==> src/rtl/tensor_pkg.sv <==
// Shared types and sizing helpers for the byte-serial matrix MAC engine.
package tensor_pkg;

  typedef enum logic [1:0] {
    ST_LOAD_A  = 2'd0,
    ST_LOAD_B  = 2'd1,
    ST_COMPUTE = 2'd2,
    ST_READ    = 2'd3
  } state_e;

  // Bytes needed to carry one N x N operand matrix
  function automatic int unsigned calc_ba(input int unsigned n, input int unsigned ew);
    return (n * n * ew + 32'd7) / 32'd8;
  endfunction

  // Bytes needed to carry the N x N result matrix
  function automatic int unsigned calc_bc(input int unsigned n, input int unsigned aw);
    return (n * n * aw + 32'd7) / 32'd8;
  endfunction

  // Partial sum wide enough for N full-scale products
  function automatic int unsigned calc_pw(input int unsigned n, input int unsigned ew);
    return 32'd2 * ew + 32'($clog2(n));
  endfunction

  // True when x does not fit in aw unsigned bits
  function automatic logic sat_ovf(input logic [63:0] x, input int unsigned aw);
    return (x >> aw) != 64'd0;
  endfunction

endpackage

==> src/rtl/tensor_stream_mac_if.sv <==
// Pin-side strobe/byte bus between the I/O ring and the MAC engine.
interface tensor_stream_mac_if;

  logic [7:0] in_data;
  logic       in_wr;
  logic       out_rd;
  logic       clear;
  logic       accu;
  logic       in_ready;
  logic [7:0] out_data;
  logic       out_valid;
  logic       out_last;
  logic       busy;
  logic       sat;

  modport master (
    output in_data, in_wr, out_rd, clear, accu,
    input  in_ready, out_data, out_valid, out_last, busy, sat
  );

  modport slave (
    input  in_data, in_wr, out_rd, clear, accu,
    output in_ready, out_data, out_valid, out_last, busy, sat
  );

endinterface

==> src/rtl/strobe_sync_edge.sv <==
// Two-flop synchroniser for an asynchronous pin strobe, followed by a rising-edge pulse.
module strobe_sync_edge (
  input  logic clk,
  input  logic rst,
  input  logic i_strobe,
  output logic o_pulse_c
);

  logic [1:0] r_sync;
  logic       r_prev;

  always_ff @(posedge clk or negedge rst) begin
    if (!rst) begin
      r_sync <= 2'b00;
      r_prev <= 1'b0;
    end else begin
      r_sync <= {r_sync[0], i_strobe};
      r_prev <= r_sync[1];
    end
  end

  assign o_pulse_c = r_sync[1] & ~r_prev;

endmodule

==> src/rtl/tensor_stream_mac.sv <==
// Byte-serial N x N matrix multiply-accumulate: loads A and B byte by byte,
// computes C = A*B or C += A*B with one MAC per cycle, and streams C back.
module tensor_stream_mac
  import tensor_pkg::*;
#(
  parameter int unsigned N  = 2,
  parameter int unsigned EW = 4,
  parameter int unsigned AW = 8
) (
  input logic                clk,
  input logic                rst,
  tensor_stream_mac_if.slave io_bus
);

  localparam int unsigned BA = calc_ba(N, EW);
  localparam int unsigned BC = calc_bc(N, AW);
  localparam int unsigned PW = calc_pw(N, EW);
  localparam int unsigned IW = $clog2(N);
  localparam int unsigned CW = $clog2(((BA > BC) ? BA : BC) + 1);

  logic            w_wr_ev;
  logic            w_rd_ev;
  logic            w_clr_ev;

  state_e          r_state;
  logic [CW-1:0]   r_cnt;
  logic [BA*8-1:0] r_a;
  logic [BA*8-1:0] r_b;
  logic [BC*8-1:0] r_c;
  logic [PW-1:0]   r_psum;
  logic [IW-1:0]   r_i;
  logic [IW-1:0]   r_j;
  logic [IW-1:0]   r_k;
  logic [1:0]      r_accu_sync;
  logic            r_accu_mode;
  logic            r_in_ready;
  logic [7:0]      r_out_data;
  logic            r_out_valid;
  logic            r_out_last;
  logic            r_busy;
  logic            r_sat;

  logic [31:0]     w_byte_idx;
  logic [31:0]     w_idx_a;
  logic [31:0]     w_idx_b;
  logic [31:0]     w_idx_c;
  logic [EW-1:0]   w_a_el;
  logic [EW-1:0]   w_b_el;
  logic [PW-1:0]   w_prod;
  logic [PW-1:0]   w_psum_next;
  logic [AW-1:0]   w_old_c;
  logic [63:0]     w_sum;
  logic            w_wb;
  logic            w_ovf;
  logic [AW-1:0]   w_c_el;
  logic [BC*8-1:0] w_c_next;

  strobe_sync_edge u_wr_sync  (.clk(clk), .rst(rst), .i_strobe(io_bus.in_wr),  .o_pulse_c(w_wr_ev));
  strobe_sync_edge u_rd_sync  (.clk(clk), .rst(rst), .i_strobe(io_bus.out_rd), .o_pulse_c(w_rd_ev));
  strobe_sync_edge u_clr_sync (.clk(clk), .rst(rst), .i_strobe(io_bus.clear),  .o_pulse_c(w_clr_ev));

  // MAC datapath and the candidate result matrix after this cycle's write-back
  always_comb begin
    w_byte_idx  = 32'd8 * 32'(r_cnt);
    w_idx_a     = (32'(r_i) * N + 32'(r_k)) * EW;
    w_idx_b     = (32'(r_k) * N + 32'(r_j)) * EW;
    w_idx_c     = (32'(r_i) * N + 32'(r_j)) * AW;
    w_a_el      = r_a[w_idx_a +: EW];
    w_b_el      = r_b[w_idx_b +: EW];
    w_prod      = PW'(w_a_el) * PW'(w_b_el);
    w_psum_next = r_psum + w_prod;
    w_wb        = (r_state == ST_COMPUTE) && (r_k == IW'(N - 1));
    w_old_c     = r_c[w_idx_c +: AW];
    w_sum       = r_accu_mode ? (64'(w_old_c) + 64'(w_psum_next)) : 64'(w_psum_next);
    w_ovf       = sat_ovf(w_sum, AW);
    w_c_el      = w_ovf ? {AW{1'b1}} : w_sum[AW-1:0];
    w_c_next    = r_c;
    if (w_wb) begin
      w_c_next[w_idx_c +: AW] = w_c_el;
    end
  end

  // Control FSM with registered status outputs
  always_ff @(posedge clk or negedge rst) begin
    if (!rst) begin
      r_state     <= ST_LOAD_A;
      r_cnt       <= '0;
      r_a         <= '0;
      r_b         <= '0;
      r_c         <= '0;
      r_psum      <= '0;
      r_i         <= '0;
      r_j         <= '0;
      r_k         <= '0;
      r_accu_sync <= 2'b00;
      r_accu_mode <= 1'b0;
      r_in_ready  <= 1'b1;
      r_out_data  <= 8'h00;
      r_out_valid <= 1'b0;
      r_out_last  <= 1'b0;
      r_busy      <= 1'b0;
      r_sat       <= 1'b0;
    end else begin
      r_accu_sync <= {r_accu_sync[0], io_bus.accu};
      case (r_state)
        ST_LOAD_A, ST_LOAD_B: begin
          if (w_clr_ev) begin
            r_state <= ST_LOAD_A;
            r_cnt   <= '0;
            r_c     <= '0;
            r_sat   <= 1'b0;
          end else if (w_wr_ev) begin
            if (r_state == ST_LOAD_A) r_a[w_byte_idx +: 8] <= io_bus.in_data;
            else                      r_b[w_byte_idx +: 8] <= io_bus.in_data;
            if (r_cnt == CW'(BA - 1)) begin
              r_cnt <= '0;
              if (r_state == ST_LOAD_A) begin
                r_state <= ST_LOAD_B;
              end else begin
                r_state     <= ST_COMPUTE;
                r_in_ready  <= 1'b0;
                r_busy      <= 1'b1;
                r_accu_mode <= r_accu_sync[1];
                r_i         <= '0;
                r_j         <= '0;
                r_k         <= '0;
                r_psum      <= '0;
              end
            end else begin
              r_cnt <= r_cnt + CW'(1);
            end
          end
        end
        ST_COMPUTE: begin
          r_c <= w_c_next;
          if (w_wb) begin
            r_psum <= '0;
            r_k    <= '0;
            if (w_ovf) r_sat <= 1'b1;
            if (r_j == IW'(N - 1)) begin
              r_j <= '0;
              if (r_i == IW'(N - 1)) begin
                r_i         <= '0;
                r_state     <= ST_READ;
                r_busy      <= 1'b0;
                r_out_valid <= 1'b1;
                r_out_last  <= (BC == 32'd1);
                r_out_data  <= w_c_next[7:0];
                r_cnt       <= '0;
              end else begin
                r_i <= r_i + IW'(1);
              end
            end else begin
              r_j <= r_j + IW'(1);
            end
          end else begin
            r_psum <= w_psum_next;
            r_k    <= r_k + IW'(1);
          end
        end
        ST_READ: begin
          // Clear takes priority over a coincident read event
          if (w_clr_ev || (w_rd_ev && r_out_last)) begin
            r_state     <= ST_LOAD_A;
            r_in_ready  <= 1'b1;
            r_out_valid <= 1'b0;
            r_out_last  <= 1'b0;
            r_out_data  <= 8'h00;
            r_cnt       <= '0;
            if (w_clr_ev) begin
              r_c   <= '0;
              r_sat <= 1'b0;
            end
          end else if (w_rd_ev) begin
            r_cnt      <= r_cnt + CW'(1);
            r_out_data <= r_c[w_byte_idx + 32'd8 +: 8];
            r_out_last <= (r_cnt == CW'(BC - 2));
          end
        end
        default: r_state <= ST_LOAD_A;
      endcase
    end
  end

  assign io_bus.in_ready  = r_in_ready;
  assign io_bus.out_data  = r_out_data;
  assign io_bus.out_valid = r_out_valid;
  assign io_bus.out_last  = r_out_last;
  assign io_bus.busy      = r_busy;
  assign io_bus.sat       = r_sat;

endmodule

==> src/flat_wrapper.sv <==
// flat-port wrapper written by rule: the top's interface ports become plain ports
module tensor_stream_mac_flat import tensor_pkg::*;
#(
  parameter int unsigned N  = 2,
  parameter int unsigned EW = 4,
  parameter int unsigned AW = 8
)
  (clk, rst, io_bus_in_data, io_bus_in_wr, io_bus_out_rd, io_bus_clear, io_bus_accu, io_bus_in_ready, io_bus_out_data, io_bus_out_valid, io_bus_out_last, io_bus_busy, io_bus_sat);
  tensor_stream_mac_if io_bus_i ();
  input logic clk;
  input logic rst;
  input wire logic [$bits(io_bus_i.in_data)-1:0] io_bus_in_data;
  input wire logic [$bits(io_bus_i.in_wr)-1:0] io_bus_in_wr;
  input wire logic [$bits(io_bus_i.out_rd)-1:0] io_bus_out_rd;
  input wire logic [$bits(io_bus_i.clear)-1:0] io_bus_clear;
  input wire logic [$bits(io_bus_i.accu)-1:0] io_bus_accu;
  output wire logic [$bits(io_bus_i.in_ready)-1:0] io_bus_in_ready;
  output wire logic [$bits(io_bus_i.out_data)-1:0] io_bus_out_data;
  output wire logic [$bits(io_bus_i.out_valid)-1:0] io_bus_out_valid;
  output wire logic [$bits(io_bus_i.out_last)-1:0] io_bus_out_last;
  output wire logic [$bits(io_bus_i.busy)-1:0] io_bus_busy;
  output wire logic [$bits(io_bus_i.sat)-1:0] io_bus_sat;
  assign io_bus_i.in_data = io_bus_in_data;
  assign io_bus_i.in_wr = io_bus_in_wr;
  assign io_bus_i.out_rd = io_bus_out_rd;
  assign io_bus_i.clear = io_bus_clear;
  assign io_bus_i.accu = io_bus_accu;
  assign io_bus_in_ready = io_bus_i.in_ready;
  assign io_bus_out_data = io_bus_i.out_data;
  assign io_bus_out_valid = io_bus_i.out_valid;
  assign io_bus_out_last = io_bus_i.out_last;
  assign io_bus_busy = io_bus_i.busy;
  assign io_bus_sat = io_bus_i.sat;
  tensor_stream_mac #(.N(N), .EW(EW), .AW(AW)) u_core (.clk(clk), .rst(rst), .io_bus(io_bus_i));
endmodule
==> config.mk <==
export PLATFORM = sky130hd
export DESIGN_NAME = tensor_stream_mac_flat
export DESIGN_NICKNAME = d
export VERILOG_FILES = /design/src/rtl/tensor_pkg.sv /design/src/rtl/tensor_stream_mac_if.sv /design/src/rtl/strobe_sync_edge.sv /design/src/rtl/tensor_stream_mac.sv /design/src/flat_wrapper.sv
export SDC_FILE = /design/constraint.sdc
export NUM_CORES = 1
export LEC_CHECK = 0
export CAP_MARGIN = 25
export CORE_MARGIN = 2
export CORE_UTILIZATION = 55
export DETAILED_ROUTE_END_ITERATION = 8
export HOLD_SLACK_MARGIN = 0.03
export PLACE_DENSITY_LB_ADDON = 0.05
export REMOVE_ABC_BUFFERS = 1
export SLEW_MARGIN = 20
export SYNTH_ARGS = -nofsm -noshare
export SYNTH_HDL_FRONTEND = slang
export SYNTH_SLANG_ARGS = --single-unit
==> constraint.sdc <==
create_clock -name clk -period 5.4 [get_ports clk]
set_clock_uncertainty 0.2 [all_clocks]
set_input_delay 0.54 -clock clk [delete_from_list [all_inputs] [get_ports clk]]
set_output_delay 0.54 -clock clk [all_outputs]
set_load 0.01 [all_outputs]
==> metrics.cfg <==
[critical_path]
cp.required_ns = 5.48
crit_path_end_kind = flop
worst-path-buf-inv = 1
path_class = flop to flop
crit_chain = mux4_2, nand2_2, fa_1, fa_1, inv_1, fa_1, ha_4, nor2b_4, o31a_1, a21oi_1, ha_1, or2_2, o2111a_1, o21ai_0, nand3b_1, xnor2_1, o21ai_4, a22o_1
critPathLaunchType = flop
worstPathArrival_ns = 5.67
path_common_cell = fa_1
critPathTopFamily = adder cells
cp_max_fo = 6
cp_slowest_cell = mux4_2
cp_slowest_stage_delay_ns = 0.57

[timing]
fmax_ghz = 0.179
slew_headroom_pct = 32.8
rsz0062_at_grt = true
fin_ws_ns = -0.186
finalHoldViolCount = 0
setup_violations = 33
tightest_slew_ns = 1.01
min_period_over_period_pct = 103
period_needed_ns = 5.59
slew_viol_final = 0

[routing]
drc = 0
antenna_left = 0
drt_first_pass_iters = 4
via_per_inst = 6.03
drt_iter0_drc = 270
wl_per_cell_um = 19.4
dr_total_vias = 4646
drt_wl_total_mm = 14.9

[finish]
final_layout_size_suffix_gt1_share_pct = 20.3
fill_cells = 836
multi_input_area_um2 = 3360
synthToLayoutAreaGrowth_pct = 17.5
final-seq-area_um2 = 2660
antenna_cells = 0
utilization_pct = 66.0
nets = 684

[placement]
portBuffers = 26
globalplace.congestion = 0.911
dpl.hpwl_mm = 10.9

[synthesis]
synth_cell_type_count = 58
synth_edf_count = 0
synth_area_per_cell_um2 = 10.8
synthTopCellsByArea = dfrtp_1, ha_1, mux4_2
synthTopCellsByCount = dfrtp_1, nand2_1, o21ai_0
yosysSeqAreaShare_pct = 43.8
yosysMostFrequentCell = dfrtp_1
synth_warnings = 0
ys_seq_elements = 106
synth_top_area_cell = dfrtp_1
async_flop_share_pct = 100
synth_flop_cell = dfrtp_1
netlist_area_um2 = 6060
yosys.area.top_type_share_pct = 43.3
synth_cells = 560

[floorplanning]
die-area_um2 = 11900
fp.dieW_um = 109
chipHeight_um = 109
start_util_pct = 56.2
core-area_um2 = 10800
num_rows = 38
ioPinCount = 27

[clock_network]
cts_inserted_buffers = 9
htree_levels = 3
root_buffer = clkbuf_8
clock_sinks = 106
cts.clk_slew.worst_paths_ns = 0.11
cts_tree = yes
clk_path_buf_depth = 2
clk_latency_ns = 0.39

[min_path]
min_path_type = flop to flop

[run_status]
violations = setup timing
status = finished, violations left

[grt]
antenna_found_initial = 0
grt-ovfl-total = 0
grt_max_degree = 56
grt_pass1_vias = 4883
grt_pass1_wl_mm = 25.0
track_usage_pct = 27.7

[run]
max_cap_viol_count = 0

stage by stage:
stage	setup TNS, ns	hold WS, ns	std cells	cell area [µm²]	setup slack (ns)
6_report	-3.30	0.157	771	7120	-0.186
5_1_grt	-10.78	0.167	771	7120	-0.361
4_1_cts	-5.51	0.160	770	7060	-0.195
3_5_place_dp	-8.62	0.135	749	6740	-0.303
3_3_place_gp	-6.22	0.132	749	6740	-0.228
2_1_floorplan	-19.59	0.0444	541	5990	-0.663
cells by family after synthesis:
| family | synth area share [%] |
|---|---|
| xor+xnor | 1.01 |
| mux | 10.7 |
| buf+inv | 2.60 |
| simple gates | 12.6 |
| flops | 43.8 |
| fa+ha+maj | 10.3 |
| compound gates | 19.0 |
final timing paths:
| path | slack (ns) | depth (start not counted) | from | end |
|---|---|---|---|---|
| setup / recovery | -0.19 | 18 | u_core.r_k$_DFFE_PN0P_ | u_core.r_c[14]$_DFFE_PN0P_ |
| hold / removal | 0.16 | 0 | u_core.u_clr_sync.r_sync[0]$_DFF_PN0_ | u_core.u_clr_sync.r_sync[1]$_DFF_PN0_ |
| setup reg to reg | -0.19 | 18 | u_core.r_k$_DFFE_PN0P_ | u_core.r_c[14]$_DFFE_PN0P_ |
| hold reg to reg | 0.16 | 0 | u_core.u_clr_sync.r_sync[0]$_DFF_PN0_ | u_core.u_clr_sync.r_sync[1]$_DFF_PN0_ |
| max in group asynchronous | 3.33 | 3 | rst | u_core.r_i$_DFFE_PN0P_ |
| min in group asynchronous | 0.52 | 2 | rst | u_core.r_c[2]$_DFFE_PN0P_ |
placed cells by master (no fill, tap or decap), drive strengths merged, types with 23 or more instances in the layout:
master and instances:
dfrtp 105, nand2 55, o21ai 48, buf 47
a22o 37, ha 34, a21oi 31, nor2 30
clkdlybuf4s50 25, inv 25, and2 23
registers in the layout, summed over array words and instances, names as in the netlist, 2 cells and up:
signal	cells
u_core.r_state	2
u_core.r_a	16
u_core.r_cnt	3
u_core.r_accu_sync	2
u_core.r_b	16
u_core.r_c	32
u_core.u_rd_sync.r_sync	2
u_core.r_psum	9
u_core.u_wr_sync.r_sync	2
u_core.u_clr_sync.r_sync	2
u_core.io_bus.out_data	8
area by class of cell:
type,count,area share [%]
sequential,106,37.3
inverter,22,1.16
tap,140,2.46
clock buffer,11,1.99
timing repair buffer,74,8.98
multi-input combinational,413,47.1
clock inverter,5,0.984
worst reg2reg max path: stages (launching register included):
cell	delay, ns
dfrtp_2	0.46
mux4_2	0.57
nand2_2	0.09
fa_1	0.44
fa_1	0.55
inv_1	0.05
fa_1	0.52
ha_4	0.21
nor2b_4	0.13
o31a_1	0.27
a21oi_1	0.18
ha_1	0.27
or2_2	0.34
o2111a_1	0.18
o21ai_0	0.19
nand3b_1	0.14
xnor2_1	0.33
o21ai_4	0.12
a22o_1	0.25
timing repair:
action | in CTS | in global routing
hold buffers | 1 | 0
gates cloned | 0 | 0
endpoints found under the hold margin | 51 | 0
pin swaps | 8 | 10
buffers inserted | 4 | 0
setup endpoints to repair | 33 | 33
resized for setup | 15 | 13
per-layer routing:
layer,wire [µm],global-route usage (%),vias to the layer above
li1,-,-,2180
met1,6680,37.5,2306
met2,7190,44.2,136
met3,800,6.69,24
met4,269,8.97,0
met5,0,0,-
Power is left out: the tool's default activity adds up to more than one toggle a clock period on the data nets, which glitch-free logic cannot reach.
==> RTL change 1 (same flow settings) <==
`AW` is set to 8 in 2 places; all go to 7.
--- a/src/rtl/tensor_stream_mac.sv
+++ b/src/rtl/tensor_stream_mac.sv
@@ -7,3 +7,3 @@
   parameter int unsigned EW = 4,
-  parameter int unsigned AW = 8
+  parameter int unsigned AW = 7
 ) (
--- a/src/flat_wrapper.sv
+++ b/src/flat_wrapper.sv
@@ -5,3 +5,3 @@
   parameter int unsigned EW = 4,
-  parameter int unsigned AW = 8
+  parameter int unsigned AW = 7
 )
Behaviour: same outputs for any inputs over 10 cycles, from zero or initial values and one cycle with rst low; that may be too few to reach the edited logic, so the function may still have changed.
==> RTL change 1 against the unedited design <==
The run still ends with setup timing left. First-iteration DRC count rose by 130%. Setup slack worse by 230 ps. Design area rose by 38%. Routed wire length grew 60%. Global-route usage rose by 4.8 points. Die area increased by 27%. Synthesized area is 28% higher. Sequential cell count unchanged. Largest cell class unchanged. Highest routed layer unchanged.
Power is left out: the tool's default activity adds up to more than one toggle a clock period on the data nets, which glitch-free logic cannot reach.
==> RTL change 1: results (changes against the unedited design) <==
top layer in use met4 (unchanged); synth top area cells dfrtp_1 34%, nand2_1 6.9%, ha_1 6.6%, mux4_2 6.1%, o21ai_0 5.4% (was dfrtp_1 43%, ha_1 7.0%, mux4_2 5.9%, a22o_1 5.3%, nand2_1 3.4%); Net count, final 1037 (was 684); final setup violating endpoints 40 (was 33); Pre-antenna DRT Iters 5 (was 4); R2R depth 20 (was 18); Root Driver clkbuf_16 (was clkbuf_8); Worst-path clk slew 70 ps (was 110 ps); ANT cells 0 (unchanged); final setup margin -417 ps (was -186 ps); final wirelength 24000 um (was 14900 um); Via density 6.35 (was 6.03); WL met2 11500 um (was 7190 um); met3 WL 1460 um (was 800 um); Fillers 1058 (was 836); worst skew pair latency 360 ps (was 390 ps); Arr. time, crit path 5860 ps (was 5670 ps); first-pass GRT wire length 37600 um (was 25000 um); DRT met1 WL 10100 um (was 6680 um); HPWL Detailed 17300 um (was 10900 um); DRT iter0 DRCs 628 (was 270); violated checks setup timing (unchanged); post-synthesis sequential area ratio 34.2% (was 43.8%); crit path max-delay cell type mux4_2 (unchanged); aggregate global-route resource usage 32.5% (was 27.7%); routability cong. 0.943 (was 0.911); layout cells sized above 1 25.3% (was 20.3%); DP Area 8800 sq um (was 6740 sq um); vias in the first global route 7095 (was 4883); status finished, violations left (unchanged); Slew Limit Headroom 33.9% (was 32.8%)
RTL change 1: final timing paths:
| kind | startpoint | to | slack (ps) |
|---|---|---|---|
| min in group asynchronous | rst | u_core.u_wr_sync.r_sync[0] | 540 |
| worst min register to register | u_core.u_rd_sync.r_sync[0] | u_core.u_rd_sync.r_sync[1] | 160 |
| worst min-delay path | u_core.u_rd_sync.r_sync[0] | u_core.u_rd_sync.r_sync[1] | 160 |
| worst max-delay path | u_core.r_k | u_core.r_c[20] | -420 |
| max in group asynchronous | rst | u_core.r_psum[5] | 3280 |
| worst max register to register | u_core.r_k | u_core.r_c[20] | -420 |
RTL change 1: layout make-up:
type,count,area (sq um),area share [%]
Clock buffer,9,225,2.30
Clock inverter,7,52.6,0.536
Inverter,36,135,1.38
Multi-Input combinational cell,671,5240,53.4
Sequential cell,106,2660,27.1
Tap cell,180,225,2.30
Timing Repair Buffer,148,1270,13.0
RTL change 1: timing repair:
item / 4_1_cts / 5_1_grt
hold buffers: 1 / 0
setup endpoints to repair: 40 / 40
resized for setup: 61 / 55
buffers inserted: 15 / 13
pin swaps: 49 / 27
endpoints found under the hold margin: 48 / 0
RTL change 1: kinds of logic (layout without fill, tap and decap cells):
family	after synthesis	count (layout)	share of synthesized area, %
compound gates	250	250	21.3
simple gates	297	297	18.1
buf+inv	84	200	4.23
mux	67	67	12.2
xor+xnor	6	6	0.678
fa+ha+maj	51	51	9.20
flops	106	106	34.2
RTL change 1: through the flow:
| stage | hold slack [ps] | cells | setup WS (ps) | setup TNS, ps |
|---|---|---|---|---|
| floorplan | 44.4 | 813 | -2400 | -84900 |
| global placement | 135 | 1117 | -685 | -13830 |
| detailed placement | 138 | 1117 | -839 | -20240 |
| CTS | 164 | 1148 | -345 | -7530 |
| global route | 171 | 1157 | -595 | -17450 |
| finish | 161 | 1157 | -417 | -10450 |
RTL change 1: per-layer routing:
metal	track usage (%)	vias up
li1	-	3366
met1	44.4	3633
met2	51.7	281
met3	5.48	64
met4	13.1	0
met5	0	-
==> RTL change 2 (same flow settings) <==
Without the edit above. The 4 states of `state_e` get a one-hot encoding in 4 bits.
--- a/src/rtl/tensor_pkg.sv
+++ b/src/rtl/tensor_pkg.sv
@@ -3,7 +3,7 @@
 
-  typedef enum logic [1:0] {
-    ST_LOAD_A  = 2'd0,
-    ST_LOAD_B  = 2'd1,
-    ST_COMPUTE = 2'd2,
-    ST_READ    = 2'd3
+  typedef enum logic [3:0] {
+    ST_LOAD_A  = 4'b0001,
+    ST_LOAD_B  = 4'b0010,
+    ST_COMPUTE = 4'b0100,
+    ST_READ    = 4'b1000
   } state_e;
Function: no difference found for any inputs over 10 cycles, from zero or initial values and one cycle with rst low; not proved beyond that.
==> RTL change 2 against the unedited design <==
The flow still finishes with violations (setup timing). Synthesized area is 2.0% higher. Sequential cell count is 2 higher. Core utilization is 0.98 points higher. First-iteration DRC count is 2.2% higher. Via count is 0.15% lower. Design area is 2.4% higher. Sequential share of layout area is 0.16 points lower. Setup slack better by 40 ps. Die area is 1.9% higher. Cell count is 1.0% lower. Routed wire length is 0.96% higher. Largest cell class unchanged.
Power is left out: it rests on default switching activity, and per cell area and clock period it moved more than threefold.
==> RTL change 2: results (changes against the unedited design) <==
ClkCell Share 2.95% (was 2.97%); DRT iter0 DRCs 276 (was 270); final setup violating endpoints 29 (was 33); status finished, violations left (unchanged); Primary FF master, synth dfrtp_1 (unchanged); final wirelength 15100 um (was 14900 um); Arr. time, crit path 5620 ps (was 5670 ps); first-pass GRT wire length 24300 um (was 25000 um); register share of the cell area 37.1% (was 37.3%); inverter count 19 (was 22); Non-clk bufs 77 (was 74); Slew Limit Headroom 25.3% (was 32.8%); vias 4639 (was 4646); Worst-path clk slew 110 ps (about the same); post-synthesis sequential area ratio 43.7% (was 43.8%); mux share of post-synthesis cell area 14.0% (was 10.7%); Net count, final 676 (was 684); multi-input gate share of the layout cell area 47.6% (was 47.1%); clock buffer count 11 (unchanged); Pre-antenna DRT Iters 5 (was 4); crit-path max cell delay 570 ps (about the same); non-clk buf share 8.98% (about the same); I/O Buffers 26 (unchanged); CP max FO 6 (unchanged); library cells used by synthesis 55 (was 58); FFs & Latches 108 (was 106); clk buf depth 2 (unchanged); HPWL Detailed 10800 um (was 10900 um); synth top area cells dfrtp_1 43%, ha_1 6.9%, mux2_2 6.2%, mux4_2 5.8%, a22o_1 5.4% (was dfrtp_1 43%, ha_1 7.0%, mux4_2 5.9%, a22o_1 5.3%, nand2_1 3.4%); placed cell count 735 (was 749); worst hold start u_core.u_rd_sync.r_sync[0] (was u_core.u_clr_sync.r_sync[0]); routability cong. 0.906 (was 0.911); Gate Count Post-Synth 552 (was 560); aggregate global-route resource usage 27.2% (was 27.7%); final setup margin -145 ps (was -186 ps); violated checks setup timing (unchanged); Routed Antenna Nets 0 (unchanged); multi-input gates 403 (was 413); post-synthesis adder-cell area fraction 10.3% (about the same); Root Driver clkbuf_8 (unchanged); area fraction in compound gates after synthesis 15.3% (was 19.0%); layout cells sized above 1 25.0% (was 20.3%); list of most frequent post-synthesis cells 106 x dfrtp_1, 50 x o21ai_0, 45 x nand2_1 (was 105 x dfrtp_1, 55 x nand2_1, 40 x o21ai_0); xor/xnor cell area share of the yosys netlist 1.68% (was 1.01%); vias in the first global route 4699 (was 4883); Via density 6.08 (was 6.03)
RTL change 2: worst reg2reg max path, cell delays in order (launching register included):
cell and delay (ps):
dfrtp_2 450, mux4_2 570, nand2_2 110, fa_1 410, fa_1 510, inv_2 40, fa_1 540, ha_4 210
nor2b_4 120, o21a_1 180, o21a_1 200, o21a_1 190, nor2_2 130, xnor2_2 90, ha_1 310, and2_4 160
nand3b_1 120, nor4b_4 280, buf_4 200, buf_4 120, o21ai_4 60, a22o_1 230
RTL change 2: metrics by stage:
stage / worst slack (ps) / utilization (%) / area [sq um] / TNS, ps
6_report: -145 / 67.0 / 7290 / -2050
5_1_grt: -327 / 67.0 / 7290 / -8430
4_1_cts: -206 / 66.0 / 7190 / -4350
3_5_place_dp: -489 / 62.7 / 6830 / -14610
3_3_place_gp: -368 / 62.6 / 6820 / -10610
2_1_floorplan: -497 / - / 6090 / -15290
RTL change 2: final timing paths:
kind | end | slack [ps] | depth (start not counted)
worst max-delay path | u_core.r_c[9] | -150 | 21
worst min-delay path | u_core.u_rd_sync.r_sync[1] | 160 | 0
worst max register to register | u_core.r_c[9] | -150 | 21
worst min register to register | u_core.u_rd_sync.r_sync[1] | 160 | 0
max in group asynchronous | u_core.r_k | 3280 | 3
min in group asynchronous | u_core.io_bus.out_data[7] | 530 | 2
RTL change 2: layer usage:
| layer | up-vias | GRT usage, % | share of wire, % |
|---|---|---|---|
| met5 | - | 0 | 0 |
| met4 | 0 | 9.31 | 2.1 |
| met3 | 25 | 4.53 | 4.8 |
| met2 | 129 | 43.2 | 48 |
| met1 | 2333 | 38.2 | 45 |
| li1 | 2152 | - | - |
RTL change 2: timing repair:
action,in CTS,in global routing
hold buffers,1,0
hold endpoints to repair,52,0
setup buffers,8,3
gates resized for setup,24,16
pin swaps,20,15
setup endpoints to repair,33,33
